### src/rtl/game_packet_tx.sv
// game_packet_tx: sends a 96-bit player packet as a 14-byte 8N1 serial frame
// (A5 sync, 12 payload bytes LSB first, XOR checksum) with a one-deep latest-wins queue.
module game_packet_tx #(
    parameter int CLKS_PER_BIT = 644,
    parameter int GAP_BITS     = 2
) (
    input  logic        clk_pixel_in,
    input  logic        rst_n_in,
    input  logic [88:0] data_in,
    input  logic        scored_in,
    input  logic        data_in_valid,
    output logic        tx_out,
    output logic        busy_out,
    output logic        frame_done_out,
    output logic        overwrite_out
);

    localparam logic [7:0]  SYNC_BYTE = 8'hA5;
    localparam logic [3:0]  LAST_BYTE = 4'd13;
    localparam logic [10:0] BIT_LAST  = 11'(CLKS_PER_BIT - 1);
    localparam logic [3:0]  GAP_LAST  = 4'((GAP_BITS > 0) ? GAP_BITS - 1 : 0);

    typedef enum logic [2:0] {IDLE, START, DATA, STOP, GAP} state_t;

    state_t      state_q, state_nx;
    logic [10:0] clk_cnt_q, clk_cnt_nx;
    logic [2:0]  bit_idx_q, bit_idx_nx;
    logic [3:0]  byte_idx_q, byte_idx_nx;
    logic [3:0]  gap_cnt_q, gap_cnt_nx;
    logic        pend_vld_q;
    logic [95:0] pend_data_q;
    logic [95:0] frame_sr_q;
    logic [7:0]  cur_byte_q;
    logic [7:0]  csum_q;
    logic        tx_q, tx_nx;
    logic        overwrite_q;
    logic [95:0] payload;
    logic        bit_end, frame_end, start_frame, start_from_pend, load_byte;

    assign payload = {6'b0, scored_in, data_in};

    // A new frame may begin from IDLE or directly at the end of the previous frame's gap.
    always_comb begin
        bit_end = (clk_cnt_q == BIT_LAST);
        if (GAP_BITS == 0)
            frame_end = (state_q == STOP) && (byte_idx_q == LAST_BYTE) && bit_end;
        else
            frame_end = (state_q == GAP) && (gap_cnt_q == GAP_LAST) && bit_end;
        start_frame     = ((state_q == IDLE) || frame_end) && (pend_vld_q || data_in_valid);
        start_from_pend = start_frame && pend_vld_q;
    end

    always_comb begin
        state_nx    = state_q;
        clk_cnt_nx  = bit_end ? 11'd0 : clk_cnt_q + 11'd1;
        bit_idx_nx  = bit_idx_q;
        byte_idx_nx = byte_idx_q;
        gap_cnt_nx  = gap_cnt_q;
        load_byte   = 1'b0;
        tx_nx       = 1'b1;
        case (state_q)
            IDLE: begin
                clk_cnt_nx = 11'd0;
                if (start_frame) begin
                    state_nx    = START;
                    byte_idx_nx = 4'd0;
                end
            end
            START: begin
                if (bit_end) begin
                    state_nx   = DATA;
                    bit_idx_nx = 3'd0;
                end
            end
            DATA: begin
                if (bit_end) begin
                    if (bit_idx_q == 3'd7)
                        state_nx = STOP;
                    else
                        bit_idx_nx = bit_idx_q + 3'd1;
                end
            end
            STOP: begin
                if (bit_end) begin
                    if (byte_idx_q != LAST_BYTE) begin
                        state_nx    = START;
                        byte_idx_nx = byte_idx_q + 4'd1;
                        load_byte   = 1'b1;
                    end else if (GAP_BITS > 0) begin
                        state_nx   = GAP;
                        gap_cnt_nx = 4'd0;
                    end else if (start_frame) begin
                        state_nx    = START;
                        byte_idx_nx = 4'd0;
                    end else begin
                        state_nx = IDLE;
                    end
                end
            end
            GAP: begin
                if (bit_end) begin
                    if (gap_cnt_q == GAP_LAST) begin
                        if (start_frame) begin
                            state_nx    = START;
                            byte_idx_nx = 4'd0;
                        end else begin
                            state_nx = IDLE;
                        end
                    end else begin
                        gap_cnt_nx = gap_cnt_q + 4'd1;
                    end
                end
            end
            default: state_nx = IDLE;
        endcase
        // The line level is decided from the state being entered so it is registered without extra latency.
        case (state_nx)
            START:   tx_nx = 1'b0;
            DATA:    tx_nx = cur_byte_q[bit_idx_nx];
            default: tx_nx = 1'b1;
        endcase
    end

    always_ff @(posedge clk_pixel_in or negedge rst_n_in) begin
        if (!rst_n_in) begin
            state_q     <= IDLE;
            clk_cnt_q   <= 11'd0;
            bit_idx_q   <= 3'd0;
            byte_idx_q  <= 4'd0;
            gap_cnt_q   <= 4'd0;
            pend_vld_q  <= 1'b0;
            tx_q        <= 1'b1;
            overwrite_q <= 1'b0;
        end else begin
            state_q     <= state_nx;
            clk_cnt_q   <= clk_cnt_nx;
            bit_idx_q   <= bit_idx_nx;
            byte_idx_q  <= byte_idx_nx;
            gap_cnt_q   <= gap_cnt_nx;
            tx_q        <= tx_nx;
            overwrite_q <= data_in_valid && pend_vld_q && !start_frame;
            if (start_frame)
                pend_vld_q <= start_from_pend && data_in_valid;
            else if (data_in_valid)
                pend_vld_q <= 1'b1;
        end
    end

    // Payload bytes are peeled off a private copy, so later data_in changes cannot leak in.
    always_ff @(posedge clk_pixel_in) begin
        if (data_in_valid)
            pend_data_q <= payload;
        if (start_frame) begin
            frame_sr_q <= start_from_pend ? pend_data_q : payload;
            cur_byte_q <= SYNC_BYTE;
            csum_q     <= 8'd0;
        end else if (load_byte) begin
            if (byte_idx_nx == LAST_BYTE) begin
                cur_byte_q <= csum_q;
            end else begin
                cur_byte_q <= frame_sr_q[7:0];
                csum_q     <= csum_q ^ frame_sr_q[7:0];
                frame_sr_q <= frame_sr_q >> 8;
            end
        end
    end

    assign tx_out         = tx_q;
    assign busy_out       = (state_q != IDLE);
    assign frame_done_out = (state_q == STOP) && (byte_idx_q == LAST_BYTE) && bit_end;
    assign overwrite_out  = overwrite_q;

endmodule

### config.mk
export PLATFORM = sky130hd
export DESIGN_NAME = game_packet_tx
export DESIGN_NICKNAME = d
export VERILOG_FILES = /design/src/rtl/game_packet_tx.sv
export SDC_FILE = /design/constraint.sdc
export NUM_CORES = 1
export LEC_CHECK = 0
export BUFFER_PORTS_ARGS = -buffer_cell sky130_fd_sc_hd__buf_4
export CELL_PAD_IN_SITES_DETAIL_PLACEMENT = 0
export CELL_PAD_IN_SITES_GLOBAL_PLACEMENT = 1
export CORE_UTILIZATION = 43
export CTS_BUF_LIST = sky130_fd_sc_hd__clkbuf_4
export CTS_CLUSTER_DIAMETER = 150
export CTS_CLUSTER_SIZE = 16
export DETAILED_ROUTE_END_ITERATION = 10
export GPL_ROUTABILITY_DRIVEN = 0
export GPL_TIMING_DRIVEN = 0
export PLACE_DENSITY_LB_ADDON = 0.1
export SLEW_MARGIN = 20
export SYNTH_ARGS = -nofsm -noshare
export SYNTH_HDL_FRONTEND = slang
export SYNTH_SLANG_ARGS = --single-unit
export TNS_END_PERCENT = 20
### constraint.sdc
create_clock -name clk_pixel_in -period 13.9 [get_ports clk_pixel_in]
set_input_delay 0.695 -clock clk_pixel_in [delete_from_list [all_inputs] [get_ports clk_pixel_in]]
set_output_delay 0.695 -clock clk_pixel_in [all_outputs]
set_load 0.1 [all_outputs]
==> summary.md, run 1 <==
| Metric | Value |
|---|---|
| Status | `completed` |
| CTS tree | `done` |
| Sequential area share after synthesis | `between 60% and 70%` |
| Initial core utilization | `approximately 44%` |
| Post-synth EDFFs | `180` |
| Fin nets | `between 1000 and 1500` |
| Global Route Usage Sum | `around a fifth` |
| CTS sink cnt | `about 220` |
| Worst reg2reg path depth | `13` |
| Main synth FF type | `edfxtp_1` |
| Max_slew headroom | `between 30% and 40%` |
| Async SR Flop Fraction | `about an eighth` |
| CP required | `14.28 ns` |
| Total grt overflow | `0` |
| Period utilization | `28.3%` |
| Hold_buf cts | `1` |
| Area growth syn-to-layout | `14.8%` |
| Post-Syn Area | `~10000 µm²` |
| Final core occ | `50.9%` |
| DIE AREA | `24300 µm²` |
| Fill cells | `2054` |
| Worst slew pin tran | `between 0.9 and 1 ns` |
| Worst skew pair latency | `approximately 0.66 ns` |
| Maxcap violations | `0` |
| Max clock buf depth | `3` |
| Worst Setup Start Kind | `flip-flop` |
| Post-layout min period | `about 3.9 ns` |
| Final-report hold violation count | `0` |
| R2r startpoint | `clk_cnt_q[0]` |
| Setup Buffers After CTS | `0` |
| Worst hold path depth | `1` |
| Area contributors post-synth | `edfxtp_1 (53%), a22oi_1 (6.6%), dfrtp_1 (6.6%)` |
| Crit. Startpoint | `clk_cnt_q[0]` |
| Pwr per Cell Area | `94.8 nW/µm²` |
| Capture point of the critical path | `frame_sr_q[57]` |
| WHS | `0.208 ns` |
| Gate power share | `4.9%` |
| Yosys reg bits | `between 200 and 250` |
| VDD IR max | `0.0699 mV` |
| Final setup viols | `0` |
| Top cell type's share of synthesized area | `a little over half` |
| # resized after CTS | `0` |
| CTS root buf | `clkbuf_4` |
| Core Area | `22900 µm²` |
| Syn. warnings | `0` |
| Initial antenna violation count | `2` |
| Worst Hold Class | `in2reg` |
| CTS Buf Count | `17` |
| Mapped Cells | `841` |
| Setup Crit Path Kind | `reg2reg` |
| Pre-Repair DR Iteration Count | `5` |
| Global-route wire length before repair | `39700 µm` |
| Clk network pwr share | `27.4%` |
| Vias in the first global route | `6937` |
| Critical Path AT | `4.30 ns` |
| Synth cell types | `54` |
| Commonest non-fill, non-tap cell in the layout | `edfxtp_1` |
| P_int | `0.861 mW` |
| Largest net degree at the start of global routing | `97` |
| Setup crit end kind | `flip-flop` |
| # port buffers | `96` |
| Clock slew at reported path FFs | `about 0.18 ns` |
| Commonest non-fill, non-tap cells in the layout | `edfxtp_1 (180), buf_4 (95), a31oi_1 (94)` |
| Clk_skew | `0.0240 ns` |
| DRC | `0` |
| Via density | `5.65` |
| WL/cell | `19.4 µm` |
| Setup TNS | `0 ns` |
| Total number of H-tree levels | `1` |
| Mapped Nets | `940` |
| Post-route insts no fill | `1288` |
| Syn Area/Cell | `12.1 µm²` |
| Reg2reg setup slack | `9.97 ns` |
| Switching share of total power | `approximately 22%` |
| Leakage power | `4.08 nW` |
| Num rows | `55` |
| Dpl cells | `1255` |
| Max-slew violation count | `0` |
| Post-DRT Antenna Nets | `0` |
| Via Count | `a little over 7000` |
| Post-DP HPWL | `between 15000 and 20000 µm` |
| R2R Path End | `frame_sr_q[57]` |
| Die Ht | `156 µm` |
| Share of layout cells above drive strength 1 | `16.4%` |
| Die Wd | `156 µm` |
| I/O pins | `97` |
| Psw | `between 0.2 and 0.25 mW` |
| Sequential Power Share | `67.7%` |
| Max Freq | `0.255 GHz` |
| Yosys top cell by area | `edfxtp_1` |
| Crit-path max FO | `20` |
| Unrepaired setup endpoints after global routing | `false` |
| Routed WL | `25000 µm` |
| Drt first-iter violations | `509` |
-- cell type report --
type	count	area [µm²]	area share, %
Clock inverter	1	3.75	0.0322
Inverter	10	37.5	0.322
Sequential cell	224	6430	55.1
Buffer	66	278	2.38
Tap cell	313	392	3.36
Clock buffer	29	218	1.87
Antenna cell	2	5.00	0.0429
Timing Repair Buffer	102	872	7.48
Multi-Input combinational cell	541	3430	29.4
-- power by group through the flow --
stage          clock network [mW]  registers (mW)  logic, mW
2_1_floorplan                   0           0.763     0.0138
3_3_place_gp                    0           0.763     0.0541
3_5_place_dp                    0           0.764     0.0544
4_1_cts                     0.316           0.749     0.0547
5_1_grt                     0.337           0.751     0.0589
6_report                    0.303           0.749     0.0541
-- flip-flops by register name, indices dropped and copies added (netlist names) --
register,cells
gap_cnt_q,4
byte_idx_q,4
overwrite_out,1
frame_sr_q,90
pend_data_q,90
state_q,3
bit_idx_q,3
clk_cnt_q,11
cur_byte_q,8
csum_q,8
pend_vld_q,1
tx_out,1
-- cell usage after synthesis (all sizes together) (4+ instances only) --
library cell	instances
a21oi	6
a22oi	90
a31oi	94
a41oi	4
and2	4
and3	10
buf	19
clkbuf	47
dfrtp	27
dfxtp	16
edfxtp	180
ha	6
inv	10
nand2	27
nand3	11
nand4	4
nor2	45
nor2b	87
nor3	4
o211ai	6
o21ai	92
xnor2	4
xor2	14
-- cells by family after synthesis --
| family | Yosys count | share of synthesized area [%] |
|---|---|---|
| adders and majority gates | 7 | 0.837 |
| DFF | 224 | 63.2 |
| muxes | 3 | 0.320 |
| buffers and inverters | 76 | 3.10 |
| xor gates and xnor gates | 18 | 1.55 |
| AOI/OAI and AO/OA | 311 | 20.0 |
| and+or+nand+nor | 202 | 10.9 |
-- per-stage QoR --
step | power [mW] | instance area, µm² | setup slack [ns]
4_1_cts | 1.12 | 11700 | 9.97
6_report | 1.11 | 11700 | 9.97
3_5_place_dp | 0.818 | 11400 | 9.83
2_1_floorplan | 0.777 | 10200 | 5.02
3_3_place_gp | 0.818 | 11300 | 0.380
5_1_grt | 1.15 | 11700 | 9.67
-- worst min path at each step --
stage	from	endpoint
floorplan	rst_n_in	bit_idx_q[0]
global placement	csum_q[0]	cur_byte_q[0]
detailed placement	cur_byte_q[2]	cur_byte_q[2]
CTS	data_in[67]	pend_data_q[67]
global route	data_in[67]	pend_data_q[67]
finish	data_in[68]	pend_data_q[68]
-- layer usage --
layer | part of all wire [%] | up-vias | routed length, µm | global-route usage (%)
li1 | - | 3487 | - | -
met1 | 48 | 3594 | 12000 | 31.3
met2 | 46 | 168 | 11600 | 32.5
met3 | 3.9 | 29 | 972 | 2.50
met4 | 1.9 | 0 | 477 | 4.34
met5 | 0 | - | 0 | 0
-- critical path, cell delays in order (launching register included) --
cell      delay [ns]
dfrtp_1         0.43
ha_1            0.23
nor4b_4         0.42
and3_1          0.24
buf_6           0.14
and3_1          0.15
clkbuf_1        0.23
clkbuf_1        0.42
inv_1           0.18
o21ai_4         0.45
buf_16          0.23
buf_16          0.17
buf_16          0.16
buf_16          0.17
(Power assumes the default switching activity.)
==> inputs of run 2 (changes only) <==
Clock period 13.9 ns to 3.45 ns, I/O delays scaled along.
==> run 2 against run 1 <==
Cell area grew 8.3%. Sequential power increased to 4.0 times the previous value. First-iteration DRC count grew 25%. Maximum frequency grew 23%. Critical endpoint is now frame_sr_q[53].
==> summary.md, run 2 (synthesis gave the netlist of run 1 again) <==
| Metric | Value |
|---|---|
| Status | `completed` |
| Worst Hold Class | `in2reg` |
| Crit path top cell by count | `buf_16` |
| WL/cell | `19.0 µm (-2.2%)` |
| Worst path top cell family by delay | `compound AO/OA/AOI/OAI gates` |
| I/O pins | `97 (unchanged)` |
| Final-report hold violation count | `0 (unchanged)` |
| Initial core utilization | `44.4% (unchanged)` |
| CTS sink cnt | `224 (unchanged)` |
| Total number of H-tree levels | `1 (unchanged)` |
| Largest net degree at the start of global routing | `97 (unchanged)` |
| Crit-path cells | `ha_2 > nor4b_4 > a41oi_2 > a21o_1 > a32oi_4 > nor2_4 > o21ai_4 > buf_16 > buf_16 > buf_16` |
| Max Freq | `0.312 GHz (+23%)` |
| DP Worst Slack | `-0.0678 ns (-9.90 ns)` |
| Worst Setup Start Kind | `flip-flop` |
| Period utilization | `92.8% (+65 points)` |
| Post-DP HPWL | `16600 µm (about the same)` |
| Commonest non-fill, non-tap cell in the layout | `edfxtp_1` |
| Post-layout min period | `3.20 ns (-0.727 ns)` |
| CTS root buf | `clkbuf_4` |
| Area growth syn-to-layout | `24.3%` |
| CP bufs+invs | `3 (-5)` |
| Vias in the first global route | `7368 (+6.2%)` |
| Global Route Usage Sum | `21.8% (+0.95 points)` |
| # port buffers | `96 (unchanged)` |
| VDD IR max | `0.356 mV (+410%)` |
| Worst skew pair latency | `0.65 ns (about the same)` |
| CP required | `3.82 ns (-10.46 ns)` |
| Critical Path AT | `3.57 ns (-0.73 ns)` |
| Die Wd | `156 µm (unchanged)` |
| Pre-Repair DR Iteration Count | `5 (unchanged)` |
| Fin nets | `1154 (+8.8%)` |
| Max-slew violation count | `0 (unchanged)` |
| # resized after CTS | `0 (unchanged)` |
| Clock slew at reported path FFs | `0.16 ns (-0.02 ns)` |
| CTS Buf Count | `17 (unchanged)` |
| Worst slew pin tran | `0.972 ns (-0.0106 ns)` |
| Clk_skew | `0.0177 ns (-0.00629 ns)` |
| Leakage power | `4.48 nW (+9.7%)` |
| Num rows | `55 (unchanged)` |
| DIE AREA | `24300 µm² (unchanged)` |
| Global-route wire length before repair | `41100 µm (+3.7%)` |
| Routed WL | `26300 µm (+4.9%)` |
| Crit-path max FO | `17 (-15%)` |
| Fill cells | `2028 (-1.3%)` |
| DRC | `0 (unchanged)` |
| Unrepaired setup endpoints after global routing | `false` |
| Core Area | `22900 µm² (unchanged)` |
| CTS tree | `done` |
| Via density | `5.52 (-2.2%)` |
| Final setup viols | `0 (unchanged)` |
| Drt first-iter violations | `635 (+25%)` |
| Final worst slack | `0.250 ns (-9.72 ns)` |
| Post-route insts no fill | `1381 (+7.2%)` |
| Via Count | `7628 (+4.8%)` |
| Post-DRT Antenna Nets | `0 (unchanged)` |
| Maxcap violations | `0 (unchanged)` |
| Biggest regs | `frame_sr_q x90, pend_data_q x90, clk_cnt_q x11` |
| Dpl cells | `1255 (unchanged)` |
| Setup Crit Path Kind | `reg2reg` |
| Setup crit end kind | `flip-flop` |
| Share of layout cells above drive strength 1 | `15.5% (-0.95 points)` |
| Slowest stage delay, CP | `0.43 ns (-0.02 ns)` |
| Max_slew headroom | `35.2% (+0.71 points)` |
| Max clock buf depth | `3 (unchanged)` |
| Die Ht | `156 µm (unchanged)` |
| Crit-path slowest cell | `dfrtp_1` |
| Pwr per Cell Area | `358 nW/µm² (+280%)` |
| Total grt overflow | `0 (unchanged)` |
| Initial antenna violation count | `3 (+1)` |
| Commonest non-fill, non-tap cells in the layout | `edfxtp_1 (180), buf_4 (96), a31oi_1 (94)` |
| WHS | `0.142 ns (-0.0654 ns)` |
[run 2: path summary, 6_finish.rpt]
kind	startpoint	to	slack (ns)	cells past startpoint
min in group asynchronous	rst_n_in	bit_idx_q[0]	0.59	4
max in group asynchronous	rst_n_in	gap_cnt_q[2]	2.69	4
hold reg to reg	csum_q[2]	cur_byte_q[2]	0.49	2
hold / removal	data_in_valid	pend_data_q[48]	0.14	1
setup / recovery	clk_cnt_q[0]	frame_sr_q[53]	0.25	10
setup reg to reg	clk_cnt_q[0]	frame_sr_q[53]	0.25	10
[run 2: final cells by class]
class	count	area, µm²	share of cell area, %
multi-input combinational	541	3460	27.4
sequential	224	6430	50.9
tap	313	392	3.10
inverter	10	37.5	0.297
clock buffer	29	218	1.72
timing repair buffer	195	1810	14.3
antenna	3	7.51	0.0594
buffer	66	283	2.24
[run 2: worst register-to-register path: cells and delay by family, from the launching register on]
family	cells	cell delay, ns
buffers and inverters	3	0.56
flip-flops	1	0.43
AND/OR/NAND/NOR	2	0.55
adder cells (fa/ha/maj)	1	0.22
AO/OA/AOI/OAI	4	1.17
[run 2: report_power, final]
part | switching [mW] | total [mW] | internal, mW
combinational | 0.143 | 0.306 | 0.163
sequential | 0.0228 | 3.02 | 2.99
clock | 0.827 | 1.20 | 0.377
total | 0.993 | 4.53 | 3.53
[run 2: through the flow]
| stage | utilization [%] | cell area, µm² | setup TNS (ns) | total power, mW |
|---|---|---|---|---|
| floorplan | - | 10200 | -20.51 | 3.13 |
| global placement | 49.4 | 11300 | -167.22 | 3.29 |
| global route | 55.1 | 12600 | 0 | 4.69 |
| CTS | 55.1 | 12600 | 0 | 4.58 |
| detailed placement | 50.0 | 11500 | -1.13 | 3.29 |
| finish | 55.1 | 12600 | 0 | 4.53 |
[run 2: metal layers]
metal  vias to the layer above  routed length (µm)  GRT usage, %
li1                       3681                   -             -
met1                      3710               12600          32.9
met2                       210               11900          33.7
met3                        27                1310          2.58
met4                         0                 444          4.62
met5                         -                   0             0
[run 2: timing repair]
item / in CTS / in global routing
hold endpoints to repair: 199 / 0
hold buffers: 93 / 0
buffers inserted: 1 / 0
setup endpoints to repair: 17 / 0
==> inputs of run 3 (changes only) <==
Settings changed: CORE_UTILIZATION 43 to 45.
==> run 3 against run 2 <==
The run now ends with DRC left. Critical path depth is 1 lower. Maximum frequency is 2.0% higher. Total power is 0.17% higher. Count of clock-buffer cells in the layout stayed put. Clock skew is 0.032 ns higher. Register-to-register slack better by 0.06 ns. Global-route usage is 0.21 points higher. Critical endpoint is now frame_sr_q[15].
==> summary.md, run 3 (synthesis gave the netlist of run 1 again) <==
| Metric | Value |
|---|---|
| Global Route Usage Sum | `22.0% (+0.21 points)` |
| Leakage power | `4.49 nW (about the same)` |
| CTS tree | `done` |
| Crit-path cells | `ha_2 > nor4b_4 > a41oi_2 > nor3_1 > and2_1 > clkbuf_1 > buf_2 > a22oi_1 > o21ai_0` |
| # resized after CTS | `0 (unchanged)` |
| Top sig layer | `met4` |
| CTS Buf Count | `17 (unchanged)` |
| Setup crit end kind | `flip-flop` |
| Pre-Repair DR Iteration Count | `8 (+3)` |
| Final setup viols | `0 (unchanged)` |
| Post-DRT Antenna Nets | `0 (unchanged)` |
| Max Freq | `0.319 GHz (+2.0%)` |
| Routed WL | `25700 µm (-2.3%)` |
| Global-route wire length before repair | `41100 µm (about the same)` |
| Max clock buf depth | `3 (unchanged)` |
| VDD IR max | `0.312 mV (-12%)` |
| Metal-1 WL | `11800 µm (-6.4%)` |
| Fin nets | `1155 (+0.087%)` |
| Post-DP HPWL | `16600 µm (-0.28%)` |
| Biggest regs | `frame_sr_q x90, pend_data_q x90, clk_cnt_q x11` |
| Post-layout min period | `3.14 ns (-0.0635 ns)` |
| CP required | `3.84 ns (+0.02 ns)` |
| Pwr Total | `4.54 mW (+0.17%)` |
| Initial antenna violation count | `1 (-2)` |
| Commonest non-fill, non-tap cell in the layout | `edfxtp_1` |
| Max-slew violation count | `0 (unchanged)` |
| Maxcap violations | `0 (unchanged)` |
| DIE AREA | `23200 µm² (-4.4%)` |
| Area growth syn-to-layout | `23.8%` |
| CTS sink cnt | `224 (unchanged)` |
| Slowest stage delay, CP | `0.53 ns (+0.10 ns)` |
| I/O pins | `97 (unchanged)` |
| Clock slew at reported path FFs | `0.18 ns (+0.02 ns)` |
| DRC | `5 (+5)` |
| Worst Hold Class | `in2reg` |
| Status | `complete, but fails checks` |
| Total number of H-tree levels | `1 (unchanged)` |
| Total grt overflow | `0 (unchanged)` |
| Crit-path max FO | `10 (-7)` |
| Placed Area | `11400 µm² (-0.60%)` |
| Vias in the first global route | `7672 (+4.1%)` |
| Worst skew pair latency | `0.66 ns (about the same)` |
| Worst path top cell family by delay | `buffers and inverters` |
| WHS | `0.135 ns (-0.00749 ns)` |
| Pwr per Cell Area | `361 nW/µm² (+0.61%)` |
| Num rows | `54 (-1.8%)` |
| Crit-path slowest cell | `clkbuf_1` |
| Core Area | `22000 µm² (-4.2%)` |
| CTS root buf | `clkbuf_4` |
| Setup TNS | `0 ns (unchanged)` |
| Via density | `5.78 (+4.7%)` |
| Drt first-iter violations | `555 (-13%)` |
| Critical Path AT | `3.53 ns (-0.04 ns)` |
| Design Area, Final | `12600 µm² (-0.44%)` |
| DR WL met3 | `1410 µm (+7.5%)` |
| Clk_skew | `0.0495 ns (+0.0318 ns)` |
| WL/cell | `19.0 µm (about the same)` |
| Die Wd | `152 µm (-2.2%)` |
| Largest net degree at the start of global routing | `97 (unchanged)` |
| Period utilization | `90.9% (-1.8 points)` |
| Setup Crit Path Kind | `reg2reg` |
| Unrepaired setup endpoints after global routing | `false` |
| Worst Setup Start Kind | `flip-flop` |
| Max_slew headroom | `37.0% (+1.9 points)` |
| Final-report hold violation count | `0 (unchanged)` |
| Die Ht | `152 µm (-2.2%)` |
| # port buffers | `96 (unchanged)` |
| Fill cells | `1824 (-10%)` |
| Share of layout cells above drive strength 1 | `15.7% (+0.16 points)` |
| Worst slew pin tran | `0.944 ns (-0.0280 ns)` |
| Initial core utilization | `46.3% (+1.9 points)` |
| Failing checks | `DRC` |
| Via Count | `7796 (+2.2%)` |
| CP bufs+invs | `2 (-1)` |
| DR WL met2 | `12100 µm (+1.5%)` |
| Commonest non-fill, non-tap cells in the layout | `edfxtp_1 (180), buf_4 (98), a31oi_1 (94)` |
run 3: cell types whose count changed in the layout (fill, tap and decap cells not counted), sizes merged:
cell / change
buf: +1
diode: -2
inv: +1
run 3: repair_timing:
action,4_1_cts,5_1_grt
setup buffers,3,0
hold endpoints to repair,198,0
hold buffers,93,0
endpoints found under the setup margin,17,0
run 3: path summary, 6_finish.rpt:
check | startpoint | endpoint | slack (ns) | cells after the start
max | clk_cnt_q[0] | frame_sr_q[15] | 0.31 | 9
min | data_in_valid | pend_data_q[56] | 0.13 | 1
max reg2reg | clk_cnt_q[0] | frame_sr_q[15] | 0.31 | 9
min reg2reg | csum_q[5] | cur_byte_q[5] | 0.50 | 2
max in group asynchronous | rst_n_in | clk_cnt_q[3] | 2.72 | 4
min in group asynchronous | rst_n_in | overwrite_out | 0.52 | 4
run 3: area by class of cell:
class                      instances  area [µm²]  share of cell area (%)
multi-input combinational        541        3460                    27.5
inverter                          10        37.5                   0.298
buffer                            66         283                    2.25
clock inverter                     1        3.75                  0.0298
sequential                       224        6430                    51.1
tap                              280         350                    2.78
clock buffer                      29         218                    1.73
timing repair buffer             196        1800                    14.3
antenna                            1        2.50                  0.0199
run 3: routing by layer:
layer,vias to the layer above,global-route usage [%]
met2,254,35.9
met4,0,4.08
met1,3844,31.7
met3,28,3.04
met5,-,0
li1,3670,-
run 3: worst register-to-register path, delay by kind of cell (launching register included):
family,cells,cell delay (ns)
buffers and inverters,2,0.89
adders and majority gates,1,0.23
and+or+nand+nor,3,0.79
DFF,1,0.44
AOI/OAI and AO/OA,3,0.57
run 3: where the power goes:
part	leakage, nW	switching (mW)	internal, mW
registers	2.16	0.0251	3.00
logic	2.19	0.140	0.163
clock network	0.138	0.833	0.379
total	4.49	0.999	3.54
run 3: per-stage QoR:
step                instances  util (%)  setup WS, ns
finish                   1348      57.3         0.313
global route             1348      57.3        0.0461
CTS                      1347      57.3         0.221
detailed placement       1221      51.9       -0.0310
global placement         1217      51.4         -1.55
floorplan                 841         -        -0.266
